==> config.mk <==
export PLATFORM = sky130hd
export DESIGN_NAME = calculator_alu_flat
export DESIGN_NICKNAME = d
export VERILOG_FILES = /design/src/rtl/calculator_pkg.sv /design/src/rtl/calculator_alu_if.sv /design/src/rtl/calculator_alu_muldiv.sv /design/src/rtl/calculator_alu.sv /design/src/flat_wrapper.sv
export SDC_FILE = /design/constraint.sdc
export NUM_CORES = 1
export LEC_CHECK = 0
export CAP_MARGIN = 40
export CORE_MARGIN = 5
export CORE_UTILIZATION = 59
export DETAILED_ROUTE_END_ITERATION = 8
export DONT_BUFFER_PORTS = 1
export PLACE_DENSITY = 0.78
export SYNTH_ARGS = -nofsm -noshare
export SYNTH_HDL_FRONTEND = slang
export SYNTH_HIERARCHICAL = 1
export SYNTH_SLANG_ARGS = --single-unit
==> constraint.sdc <==
create_clock -name clk -period 4.55 [get_ports clk]
set_clock_uncertainty 0.05 [all_clocks]
set_input_delay 0.455 -clock clk [delete_from_list [all_inputs] [get_ports clk]]
set_output_delay 0.455 -clock clk [all_outputs]
set_load 0.02 [all_outputs]
==> src/rtl/calculator_pkg.sv <==
// Shared types for the calculator core and its ALU: op codes and ALU FSM states.
package calculator_pkg;

  typedef enum logic [1:0] {
    ALU_ADD = 2'b00,
    ALU_SUB = 2'b01,
    ALU_MUL = 2'b10,
    ALU_DIV = 2'b11
  } alu_op_t;

  typedef enum logic [1:0] {
    IDLE = 2'b00,
    ITER = 2'b01,
    DONE = 2'b10
  } alu_state_t;

endpackage

==> src/rtl/calculator_alu_if.sv <==
// ALU request/response channel between the calculator core (master) and the ALU (slave).
interface calculator_alu_if
  import calculator_pkg::*;
#(
  parameter int DATA_WIDTH = 16
);
  logic [DATA_WIDTH-1:0] i_alu_input_a;
  logic [DATA_WIDTH-1:0] i_alu_input_b;
  alu_op_t               i_alu_input_op;
  logic                  i_alu_input_signed;
  logic                  i_alu_input_valid;
  logic                  o_alu_input_ready;
  logic [DATA_WIDTH-1:0] o_alu_result;
  logic                  o_alu_error;
  logic                  o_alu_result_valid;
  logic                  i_alu_result_ready;

  modport master (
    output i_alu_input_a, i_alu_input_b, i_alu_input_op, i_alu_input_signed,
    output i_alu_input_valid, i_alu_result_ready,
    input  o_alu_input_ready, o_alu_result, o_alu_error, o_alu_result_valid
  );

  modport slave (
    input  i_alu_input_a, i_alu_input_b, i_alu_input_op, i_alu_input_signed,
    input  i_alu_input_valid, i_alu_result_ready,
    output o_alu_input_ready, o_alu_result, o_alu_error, o_alu_result_valid
  );
endinterface

==> src/rtl/calculator_alu_muldiv.sv <==
// Unsigned magnitude datapath: W-step shift-add multiply and restoring divide.
// product/quotient present the values after the step taken on the current edge,
// so the caller can capture the final answer on the same edge that done is high.
module calculator_alu_muldiv
  import calculator_pkg::*;
#(
  parameter int DATA_WIDTH = 16
) (
  input  logic                    clk,
  input  logic                    rst_n,
  input  logic                    start,
  input  logic                    is_div,
  input  logic [DATA_WIDTH-1:0]   mag_a,
  input  logic [DATA_WIDTH-1:0]   mag_b,
  output logic                    done,
  output logic [2*DATA_WIDTH-1:0] product,
  output logic [DATA_WIDTH-1:0]   quotient
);
  localparam int W  = DATA_WIDTH;
  localparam int CW = $clog2(W + 1);

  logic          busy;
  logic [CW-1:0] count;
  logic          div_mode;
  logic [2*W-1:0] acc;
  logic [2*W-1:0] mcand;
  logic [W-1:0]   mplier;
  logic [W-1:0]   rem;
  logic [W-1:0]   quot;
  logic [W-1:0]   divisor;

  logic [2*W-1:0] acc_next;
  logic [W:0]     shifted;
  logic [W+1:0]   trial;
  logic           q_bit;
  logic [W-1:0]   rem_next;
  logic [W-1:0]   quot_next;

  // One multiply step (conditional add) and one restoring-divide step (trial subtract).
  always_comb begin
    acc_next  = acc + (mplier[0] ? mcand : '0);
    shifted   = {rem, quot[W-1]};
    trial     = {1'b0, shifted} - {2'b00, divisor};
    q_bit     = ~trial[W+1];
    rem_next  = q_bit ? trial[W-1:0] : shifted[W-1:0];
    quot_next = {quot[W-2:0], q_bit};
  end

  assign done     = busy && (count == CW'(1));
  assign product  = acc_next;
  assign quotient = quot_next;

  // Iteration registers: load on start, then advance one bit per cycle for W cycles.
  always_ff @(posedge clk or negedge rst_n) begin
    if (!rst_n) begin
      busy     <= 1'b0;
      count    <= '0;
      div_mode <= 1'b0;
      acc      <= '0;
      mcand    <= '0;
      mplier   <= '0;
      rem      <= '0;
      quot     <= '0;
      divisor  <= '0;
    end else if (start) begin
      busy     <= 1'b1;
      count    <= CW'(W);
      div_mode <= is_div;
      acc      <= '0;
      mcand    <= {{W{1'b0}}, mag_a};
      mplier   <= mag_b;
      rem      <= '0;
      quot     <= mag_a;
      divisor  <= mag_b;
    end else if (busy) begin
      count <= count - 1'b1;
      if (count == CW'(1)) begin
        busy <= 1'b0;
      end
      if (div_mode) begin
        rem  <= rem_next;
        quot <= quot_next;
      end else begin
        acc    <= acc_next;
        mcand  <= mcand << 1;
        mplier <= mplier >> 1;
      end
    end
  end

endmodule

==> src/rtl/calculator_alu.sv <==
// Calculator ALU: single-outstanding request, ADD/SUB in one cycle, MUL/DIV
// iterated in calculator_alu_muldiv. Sign handling and error flags live here.
module calculator_alu
  import calculator_pkg::*;
#(
  parameter int DATA_WIDTH = 16
) (
  input logic             clk,
  input logic             rst_n,
  calculator_alu_if.slave alu
);
  localparam int W = DATA_WIDTH;

  localparam logic [1:0] S_IDLE = IDLE;
  localparam logic [1:0] S_ITER = ITER;
  localparam logic [1:0] S_DONE = DONE;

  // Magnitude of an operand; unsigned operands pass through unchanged.
  function automatic logic [W-1:0] mag_of(input logic [W-1:0] v, input logic is_signed);
    return (is_signed && v[W-1]) ? (~v + 1'b1) : v;
  endfunction

  // Unsigned: carry out. Signed: operands agree in sign but the sum does not.
  function automatic logic add_error(input logic [W-1:0] a, input logic [W-1:0] b,
                                     input logic [W:0] sum, input logic is_signed);
    if (is_signed) return (a[W-1] == b[W-1]) && (sum[W-1] != a[W-1]);
    return sum[W];
  endfunction

  // Unsigned: borrow (a < b). Signed: operands differ in sign and result flips from a.
  function automatic logic sub_error(input logic [W-1:0] a, input logic [W-1:0] b,
                                     input logic [W:0] diff, input logic is_signed);
    if (is_signed) return (a[W-1] != b[W-1]) && (diff[W-1] != a[W-1]);
    return diff[W];
  endfunction

  // Product does not fit in W bits (unsigned) or is not a sign extension of its low half.
  function automatic logic mul_error(input logic [2*W-1:0] p, input logic is_signed);
    if (is_signed) return p[2*W-1:W] != {W{p[W-1]}};
    return |p[2*W-1:W];
  endfunction

  logic [1:0]   state;
  alu_op_t      op_q;
  logic         sgn_q;
  logic         neg_q;
  logic [W-1:0] result_q;
  logic         error_q;

  logic [W-1:0] in_a;
  logic [W-1:0] in_b;
  alu_op_t      in_op;
  logic         in_sgn;
  logic         accept;
  logic [W:0]   sum;
  logic [W:0]   diff;
  logic         md_start;
  logic         md_done;
  logic [2*W-1:0] md_product;
  logic [W-1:0]   md_quotient;
  logic [2*W-1:0] prod_final;
  logic [W-1:0]   quot_final;
  logic           div_ovf;

  assign in_a   = alu.i_alu_input_a;
  assign in_b   = alu.i_alu_input_b;
  assign in_op  = alu.i_alu_input_op;
  assign in_sgn = alu.i_alu_input_signed;
  assign accept = alu.i_alu_input_valid && (state == S_IDLE);

  assign sum  = {1'b0, in_a} + {1'b0, in_b};
  assign diff = {1'b0, in_a} - {1'b0, in_b};

  // Divide by zero never enters the iterator; it is answered directly.
  assign md_start = accept && ((in_op == ALU_MUL) || ((in_op == ALU_DIV) && (in_b != '0)));

  calculator_alu_muldiv #(
    .DATA_WIDTH(W)
  ) u_muldiv (
    .clk      (clk),
    .rst_n    (rst_n),
    .start    (md_start),
    .is_div   (in_op == ALU_DIV),
    .mag_a    (mag_of(in_a, in_sgn)),
    .mag_b    (mag_of(in_b, in_sgn)),
    .done     (md_done),
    .product  (md_product),
    .quotient (md_quotient)
  );

  // Re-apply the result sign; a positive quotient of magnitude 2^(W-1) is the -MIN/-1 overflow.
  always_comb begin
    prod_final = neg_q ? (~md_product + 1'b1) : md_product;
    quot_final = neg_q ? (~md_quotient + 1'b1) : md_quotient;
    div_ovf    = sgn_q && !neg_q && md_quotient[W-1];
  end

  // Control FSM and result registers.
  always_ff @(posedge clk or negedge rst_n) begin
    if (!rst_n) begin
      state    <= S_IDLE;
      op_q     <= ALU_ADD;
      sgn_q    <= 1'b0;
      neg_q    <= 1'b0;
      result_q <= '0;
      error_q  <= 1'b0;
    end else begin
      case (state)
        S_IDLE: begin
          if (accept) begin
            op_q  <= in_op;
            sgn_q <= in_sgn;
            neg_q <= in_sgn && (in_a[W-1] ^ in_b[W-1]);
            case (in_op)
              ALU_ADD: begin
                result_q <= sum[W-1:0];
                error_q  <= add_error(in_a, in_b, sum, in_sgn);
                state    <= S_DONE;
              end
              ALU_SUB: begin
                result_q <= diff[W-1:0];
                error_q  <= sub_error(in_a, in_b, diff, in_sgn);
                state    <= S_DONE;
              end
              ALU_MUL: begin
                state <= S_ITER;
              end
              default: begin
                if (in_b == '0) begin
                  result_q <= '0;
                  error_q  <= 1'b1;
                  state    <= S_DONE;
                end else begin
                  state <= S_ITER;
                end
              end
            endcase
          end
        end
        S_ITER: begin
          if (md_done) begin
            if (op_q == ALU_MUL) begin
              result_q <= prod_final[W-1:0];
              error_q  <= mul_error(prod_final, sgn_q);
            end else begin
              result_q <= quot_final;
              error_q  <= div_ovf;
            end
            state <= S_DONE;
          end
        end
        S_DONE: begin
          if (alu.i_alu_result_ready) begin
            state <= S_IDLE;
          end
        end
        default: state <= S_IDLE;
      endcase
    end
  end

  assign alu.o_alu_input_ready  = (state == S_IDLE);
  assign alu.o_alu_result_valid = (state == S_DONE);
  assign alu.o_alu_result       = result_q;
  assign alu.o_alu_error        = error_q;

endmodule

==> src/flat_wrapper.sv <==
// flat-port wrapper written by rule: the top's interface ports become plain ports
module calculator_alu_flat import calculator_pkg::*;
#(
  parameter int DATA_WIDTH = 16
)
  (clk, rst_n, alu_i_alu_input_a, alu_i_alu_input_b, alu_i_alu_input_op, alu_i_alu_input_signed, alu_i_alu_input_valid, alu_i_alu_result_ready, alu_o_alu_input_ready, alu_o_alu_result, alu_o_alu_error, alu_o_alu_result_valid);
  calculator_alu_if #(.DATA_WIDTH(DATA_WIDTH)) alu_i ();
  input logic clk;
  input logic rst_n;
  input wire logic [$bits(alu_i.i_alu_input_a)-1:0] alu_i_alu_input_a;
  input wire logic [$bits(alu_i.i_alu_input_b)-1:0] alu_i_alu_input_b;
  input wire logic [$bits(alu_i.i_alu_input_op)-1:0] alu_i_alu_input_op;
  input wire logic [$bits(alu_i.i_alu_input_signed)-1:0] alu_i_alu_input_signed;
  input wire logic [$bits(alu_i.i_alu_input_valid)-1:0] alu_i_alu_input_valid;
  input wire logic [$bits(alu_i.i_alu_result_ready)-1:0] alu_i_alu_result_ready;
  output wire logic [$bits(alu_i.o_alu_input_ready)-1:0] alu_o_alu_input_ready;
  output wire logic [$bits(alu_i.o_alu_result)-1:0] alu_o_alu_result;
  output wire logic [$bits(alu_i.o_alu_error)-1:0] alu_o_alu_error;
  output wire logic [$bits(alu_i.o_alu_result_valid)-1:0] alu_o_alu_result_valid;
  assign alu_i.i_alu_input_a = alu_i_alu_input_a;
  assign alu_i.i_alu_input_b = alu_i_alu_input_b;
  assign alu_i.i_alu_input_op = alu_i_alu_input_op;
  assign alu_i.i_alu_input_signed = alu_i_alu_input_signed;
  assign alu_i.i_alu_input_valid = alu_i_alu_input_valid;
  assign alu_i.i_alu_result_ready = alu_i_alu_result_ready;
  assign alu_o_alu_input_ready = alu_i.o_alu_input_ready;
  assign alu_o_alu_result = alu_i.o_alu_result;
  assign alu_o_alu_error = alu_i.o_alu_error;
  assign alu_o_alu_result_valid = alu_i.o_alu_result_valid;
  calculator_alu #(.DATA_WIDTH(DATA_WIDTH)) u_core (.clk(clk), .rst_n(rst_n), .alu(alu_i));
endmodule
# Word-level counts from Yosys, hierarchy flattened
# Cells that the tools add are included.
# classes
n_addsub	9
div	0
muxes	61
shifts	0
mul	0
bitwise_logic	6
n_reduce_logical	27
magnitude_cmp	0
n_eq_ne	18
# ops
cell	count
$mux W16	17
$mux W32	8
$add A16 B1 Y16 const B	3
$not A16 Y16	3
$pmux W16 S3	1
$add A32 B1 Y32 const B	1
$add A32 B32 Y32	1
$not A32 Y32	1
$pmux W16 S2	1
$mux W1	24
$sub A17 B16 Y18	1
$add A16 B16 Y17	1
$sub A16 B16 Y17	1
$logic_not A16 Y1	1
$ne A16 B16 Y1	1
$reduce_bool A16 Y1	1
$reduce_or A16 Y1	1
$logic_and A1 B1 Y1	11
$mux W5	2
$eq A2 B2 Y1 const B	4
$mux W2	4
$ne A2 B1 Y1 const B	3
$pmux W2 S3	1
$reduce_and A2 Y1	3
19 further kinds	26
# totals
latch_bits	0
mem_bits_ro	0
mem_count	0
wordCells	136
register_bits	158
ramBits	0
inputBits	39
output_inout_bits	19

# Logic depth before layout (Yosys ltp)
# logic_depth
depth_word	11
mapped_depth	22
mapped_depth_nobuf	20

# Modules after synthesis
# The synthesis kept the hierarchy.
# by_module_without_submodules
module	cells_each	area_per_inst_um2	seq_area_each_um2	instances
calculator_alu_muldiv	990	8418.1	3378.2	1
calculator_alu	652	4688.2	575.6	1

# Least setup slack after synthesis
# OpenSTA, ideal clock, no wires.
# synth_timing
kind	register -> register
startpoint	reg u_core.u_muldiv.mplier[0]
endpoint	reg u_core.error_q (netlist: u_core/alu.o_alu_error)
period_less_slack_ns	4.913
arrival_ns	4.725
required_time_ns	4.361
slack_ns	-0.363
setup_ns	0.139
path_buffers	1
path_stages_with_launch	21
cell_sequence	dfrtp_1 -> clkbuf_1 -> and2_1 -> ha_1 -> fa_1 -> a21o_1 -> a211oi_1 -> o2111ai_1 -> nand3_1 -> a21o_1 -> nand3b_1 -> xor2_1 -> or3_4 -> or4_4 -> or4_4 -> o31ai_4 -> xor2_1 -> and4_1 -> nand2_1 -> o31ai_2 -> a211oi_1
# synth_via
elab_chain_cells	11
elab_cells_between_ends	12
cone_classes	add/sub: 2; eq/ne: 1; mux: 7; bitwise: 1; reduce/logical: 1
# synth_rtl
item	line_no	text
start, declared	calculator_alu_muldiv.sv:27	logic [W-1:0] mplier;
start signal, assigned	calculator_alu_muldiv.sv:71	mplier <= mag_b;
start signal, assigned	calculator_alu_muldiv.sv:86	mplier <= mplier >> 1;
$mux W32 *	calculator_alu_muldiv.sv:41	acc_next = acc + (mplier[0] ? mcand : '0);
$add A32 B32 Y32 *	calculator_alu_muldiv.sv:41	
named net u_core.md_product[18]	calculator_alu.sv:59	logic [2*W-1:0] md_product;
$not A32 Y32	calculator_alu.sv:93	prod_final = neg_q ? (~md_product + 1'b1) : md_product;
$add A32 B1 Y32	calculator_alu.sv:93	
$mux W32 *	calculator_alu.sv:93	
$ne A16 B16 Y1	calculator_alu.sv:39	if (is_signed) return p[2*W-1:W] != {W{p[W-1]}};
$mux W1	calculator_alu.sv:39	
$mux W1 *	calculator_alu.sv:40	return |p[2*W-1:W];
$mux W1 *	calculator_alu.sv:142	if (op_q == ALU_MUL) begin
$mux W1 *	calculator_alu.sv:141	if (md_done) begin
$pmux W1 S2 *	calculator_alu.sv:108	case (state)
end signal, assigned	calculator_alu.sv:117	error_q <= add_error(in_a, in_b, sum, in_sgn);
end signal, assigned	calculator_alu.sv:144	error_q <= mul_error(prod_final, sgn_q);
end signal, assigned	calculator_alu.sv:147	error_q <= div_ovf;
end, declared	calculator_alu.sv:48	logic error_q;
# The timed path passes the listed nets; every way through them passes the cells marked *. The select of a mux whose other input is x is not followed.
# A chain may end at the register's enable or synchronous reset.

# Final worst setup path
# Same ends and word-level chain as after synthesis.

==> insert_results.sql <==
INSERT INTO impl_metrics (metric_group, metric, value, unit) VALUES
('die', 'die_w', '159', 'um'),
('timing', 'totalNegativeSetupSlack', '-235', 'ps'),
('clocking', 'ctsHtreeMaxLevel', '4', ''),
('cells_and_area', 'flow.area_growth_from_synthesis', '14.1', '%'),
('placement', 'pre_cts_ws', '-399', 'ps'),
('timing', 'setup_viol', '1', ''),
('critical_path', 'timing.critical_path.fanout_max', '4', ''),
('detailed_routing', 'drt_iter0_markers', '1207', ''),
('timing', 'clock_period_minus_final_worst_setup_slack', '4790', 'ps'),
('clocking', 'clock_tree.buffer_depth', '2', ''),
('cells_and_area', 'final-seq-area', '0.00395', 'mm2'),
('min_path', 'tightest_hold_check_type', 'input port to asynchronous set/reset pin', ''),
('logic_synthesis', 'yosysWarnings', '6', ''),
('cells_and_area', 'most_frequent_cells_in_the_layout', 'sky130_fd_sc_hd__nand2_1, sky130_fd_sc_hd__dfrtp_1, sky130_fd_sc_hd__buf_4', ''),
('timing', 'finalWorstSetupSlack', '-235', 'ps'),
('timing', 'final.period_utilization', '105', '%'),
('placement', 'gp_congestion', '0.986', ''),
('detailed_routing', 'post_drt_via_cell_ratio', '6.22', ''),
('clocking', 'cts_tree', 'yes', ''),
('cells_and_area', 'layout.nets', '1829', ''),
('die', 'die_h', '159', 'um'),
('global_routing', 'largest_net_degree_at_the_start_of_global_routing', '159', ''),
('critical_path', 'worst_endpoint_required_time', '4820', 'ps'),
('critical_path', 'crit_path_end_kind', 'register', ''),
('global_routing', 'gr-usage-all-layers', '28.8', '%'),
('global_routing', 'antenna_found_initial', '0', ''),
('clocking', 'clk_root_buffer_cell', 'sky130_fd_sc_hd__clkbuf_16', ''),
('logic_synthesis', 'netlist-cell-type-count', '78', ''),
('logic_synthesis', 'netlist_area', '0.0131', 'mm2'),
('detailed_routing', 'routed_wl', '37900', 'um'),
('timing', 'max-slew-margin-rel', '39.3', '%'),
('logic_synthesis', 'average_footprint_of_a_synthesized_cell', '7.98', 'um2'),
('flow_run', 'drv_cap', '0', ''),
('detailed_routing', 'number_of_remaining_drc_errors', '0', ''),
('placement', 'dpl-instance-area', '0.0141', 'mm2'),
('placement', 'placement.io_buffers', '0', ''),
('logic_synthesis', 'synthCells', '1642', ''),
('detailed_routing', 'wl_per_cell', '19.0', 'um'),
('status', 'status', 'complete, but fails checks', ''),
('clocking', 'cts_num_sinks', '158', ''),
('pwr', 'post_layout_power', '11800', 'uW'),
('critical_path', 'startpoint_type', 'register', ''),
('global_routing', 'groute.layer.met2.usage', '49.3', '%'),
('logic_synthesis', 'synth_nets', '1770', ''),
('placement', 'dp.final_hpwl', '27900', 'um'),
('logic_synthesis', 'synth_enable_flop_cells', '0', ''),
('detailed_routing', 'route.antenna.remaining_nets', '0', ''),
('pwr', 'cellLeakagePower', '0.00676', 'uW'),
('pwr', 'worst_voltage_drop_across_the_vdd_grid', '523', 'uV'),
('die', 'starting_density_of_the_core', '60.1', '%'),
('die', 'num_io_pins', '58', ''),
('logic_synthesis', 'ys.flop_type', 'sky130_fd_sc_hd__dfrtp_1', ''),
('critical_path', 'crit_type', 'register to register', ''),
('global_routing', 'use_met3', '5.41', '%'),
('cells_and_area', 'area_taken_by_multi_input_logic_gates', '0.00857', 'mm2'),
('timing', 'fmax', '209', 'MHz'),
('timing', 'count_of_final_max_slew_check_failures', '0', ''),
('clocking', 'cts_made_buffers', '17', ''),
('status', 'failed_checks', 'hold timing, setup timing', ''),
('critical_path', 'timing.critical_path.arrival', '5050', 'ps'),
('timing', 'worst-slew-pin-transition', '911', 'ps'),
('detailed_routing', 'dr.pass1.iters', '7', ''),
('logic_synthesis', 'synth_sequential_area_ratio', '30.2', '%'),
('logic_synthesis', 'synth-seq-cells', '158', ''),
('timing', 'worst_hold_margin', '-132', 'ps'),
('cells_and_area', 'summed_area_of_non_filler_cells_in_the_final_layout', '0.0150', 'mm2'),
('pwr', 'power_density', '789', 'mW/mm2'),
('cells_and_area', 'n_fill_cell', '1792', ''),
('timing', 'final_report_hold_violation_count', '40', ''),
('global_routing', 'grt_most_used_layer', 'met2', ''),
('logic_synthesis', 'synthArstFlopShare', '100', '%');
[final timing paths]
check	endpoint	startpoint	cells past startpoint	slack, ps
max	u_core/alu.o_alu_error$_DFFE_PN0P_	u_core/u_muldiv/mplier[0]$_DFFE_PN0P_	19	-240
min	u_core/u_muldiv/mcand[29]$_DFFE_PN0P_	rst_n	1	-130
max reg2reg	u_core/alu.o_alu_error$_DFFE_PN0P_	u_core/u_muldiv/mplier[0]$_DFFE_PN0P_	19	-240
min reg2reg	u_core/u_muldiv/mplier[15]$_DFFE_PN0P_	u_core/u_muldiv/mplier[15]$_DFFE_PN0P_	2	460
max in group asynchronous	u_core/u_muldiv/quot[9]$_DFFE_PN0P_	rst_n	1	3800
min in group clk	u_core/state[1]$_DFFE_PN0P_	alu_i_alu_result_ready	1	80
[per-stage QoR]
step / std cells / utilization (%)
after global routing: 1994 / 68.5
after floorplan: 1642 / -
final: 1994 / 68.5
after global placement: 1956 / 64.5
after detailed placement: 1957 / 64.6
after CTS: 1992 / 67.9
[sequential cells by signal, indices dropped and copies added (netlist names), 2 cells and up]
name,cells
u_core/alu.o_alu_result,16
u_core/op_q,2
u_core/state,2
u_core/u_muldiv/acc,32
u_core/u_muldiv/count,5
u_core/u_muldiv/divisor,16
u_core/u_muldiv/mcand,32
u_core/u_muldiv/mplier,16
u_core/u_muldiv/quot,16
u_core/u_muldiv/rem,16
[worst max-delay path: stages, from the launching register on]
cell                        delay [ps]
sky130_fd_sc_hd__dfrtp_1           410
sky130_fd_sc_hd__and2_1            160
sky130_fd_sc_hd__ha_2              200
sky130_fd_sc_hd__fa_2              350
sky130_fd_sc_hd__a21o_1            190
sky130_fd_sc_hd__a211oi_2          250
sky130_fd_sc_hd__o2111ai_2         150
sky130_fd_sc_hd__nand3_1           150
sky130_fd_sc_hd__a21o_1            140
sky130_fd_sc_hd__nand3b_1          150
sky130_fd_sc_hd__xor2_1            190
sky130_fd_sc_hd__or3_4             380
sky130_fd_sc_hd__or4_4             420
sky130_fd_sc_hd__or4_4             500
sky130_fd_sc_hd__o31ai_4           200
sky130_fd_sc_hd__xor2_1            230
sky130_fd_sc_hd__and4_1            240
sky130_fd_sc_hd__nand2_1            70
sky130_fd_sc_hd__o31ai_2           180
sky130_fd_sc_hd__a211oi_1           60
[final cells by class]
type                    instances  area share (%)
multi-input cells            1292            57.3
well taps                     280            2.34
clock inverters                15            1.15
clock buffers                  17            2.84
flip-flops and latches        158            26.4
inverters                      82            2.06
repair buffers                150            7.86
[timing repair]
action	in CTS	in global routing
endpoints found under the hold margin	158	0
gates cloned	0	0
buffers inserted	2	2
hold buffers	1	0
pin swaps	18	17
endpoints found under the setup margin	2	4
resized for setup	13	22
[where the power goes]
part	switching (uW)	internal [uW]
clock	699	739
combinational	4330	3350
sequential	622	2070
[cells in the mapped netlist (7+ instances only)]
library cell	number	share of area, %
sky130_fd_sc_hd__nand2_1	230	6.6
sky130_fd_sc_hd__o41ai_1	16	1.1
sky130_fd_sc_hd__o21bai_1	11	0.63
sky130_fd_sc_hd__nand2b_1	17	0.81
sky130_fd_sc_hd__buf_1	11	0.32
sky130_fd_sc_hd__or4_1	13	0.74
sky130_fd_sc_hd__nor2b_1	17	0.81
sky130_fd_sc_hd__buf_4	18	1.0
sky130_fd_sc_hd__ha_1	85	8.1
sky130_fd_sc_hd__a221oi_1	12	0.80
sky130_fd_sc_hd__o211ai_1	8	0.46
sky130_fd_sc_hd__mux2_2	7	0.60
sky130_fd_sc_hd__a31oi_1	51	2.4
sky130_fd_sc_hd__and3_1	10	0.48
sky130_fd_sc_hd__o21a_1	7	0.40
sky130_fd_sc_hd__xnor2_1	82	5.5
sky130_fd_sc_hd__and2_1	43	2.1
sky130_fd_sc_hd__xor2_1	45	3.0
sky130_fd_sc_hd__clkbuf_1	76	2.2
sky130_fd_sc_hd__or3_1	18	0.86
sky130_fd_sc_hd__inv_1	82	2.3
sky130_fd_sc_hd__mux2i_1	32	2.4
sky130_fd_sc_hd__nand3_1	29	1.1
sky130_fd_sc_hd__nor2_1	110	3.2
sky130_fd_sc_hd__a211oi_1	11	0.63
sky130_fd_sc_hd__dfrtp_1	158	30
sky130_fd_sc_hd__nor4_1	10	0.48
sky130_fd_sc_hd__o21ai_0	123	4.7
sky130_fd_sc_hd__nor3_1	31	1.2
sky130_fd_sc_hd__a21oi_1	133	5.1
sky130_fd_sc_hd__nand4_1	21	1.0
sky130_fd_sc_hd__a21o_1	23	1.3
sky130_fd_sc_hd__o31ai_1	11	0.63
[routing by layer]
layer	routed length, um	share of wire (%)	vias to the layer above
met3	2370	6.2	117
met4	1670	4.4	0
li1	-	-	5915
met1	15100	40	5931
met5	0	0	-
met2	18800	50	448
[cell families (layout without fill, tap and decap cells)]
| family | count (synthesis) | after routing | share of synthesized area [%] |
|---|---|---|---|
| XOR/XNOR | 127 | 127 | 8.49 |
| buffers and inverters | 192 | 264 | 6.14 |
| adder cells (fa/ha/maj) | 89 | 89 | 8.73 |
| AND/OR/NAND/NOR | 576 | 576 | 21.1 |
| flip-flops | 158 | 158 | 30.2 |
| AO/OA/AOI/OAI | 460 | 460 | 22.2 |
| multiplexers | 40 | 40 | 3.22 |
Note: power is estimated with default switching activity, not from simulation.
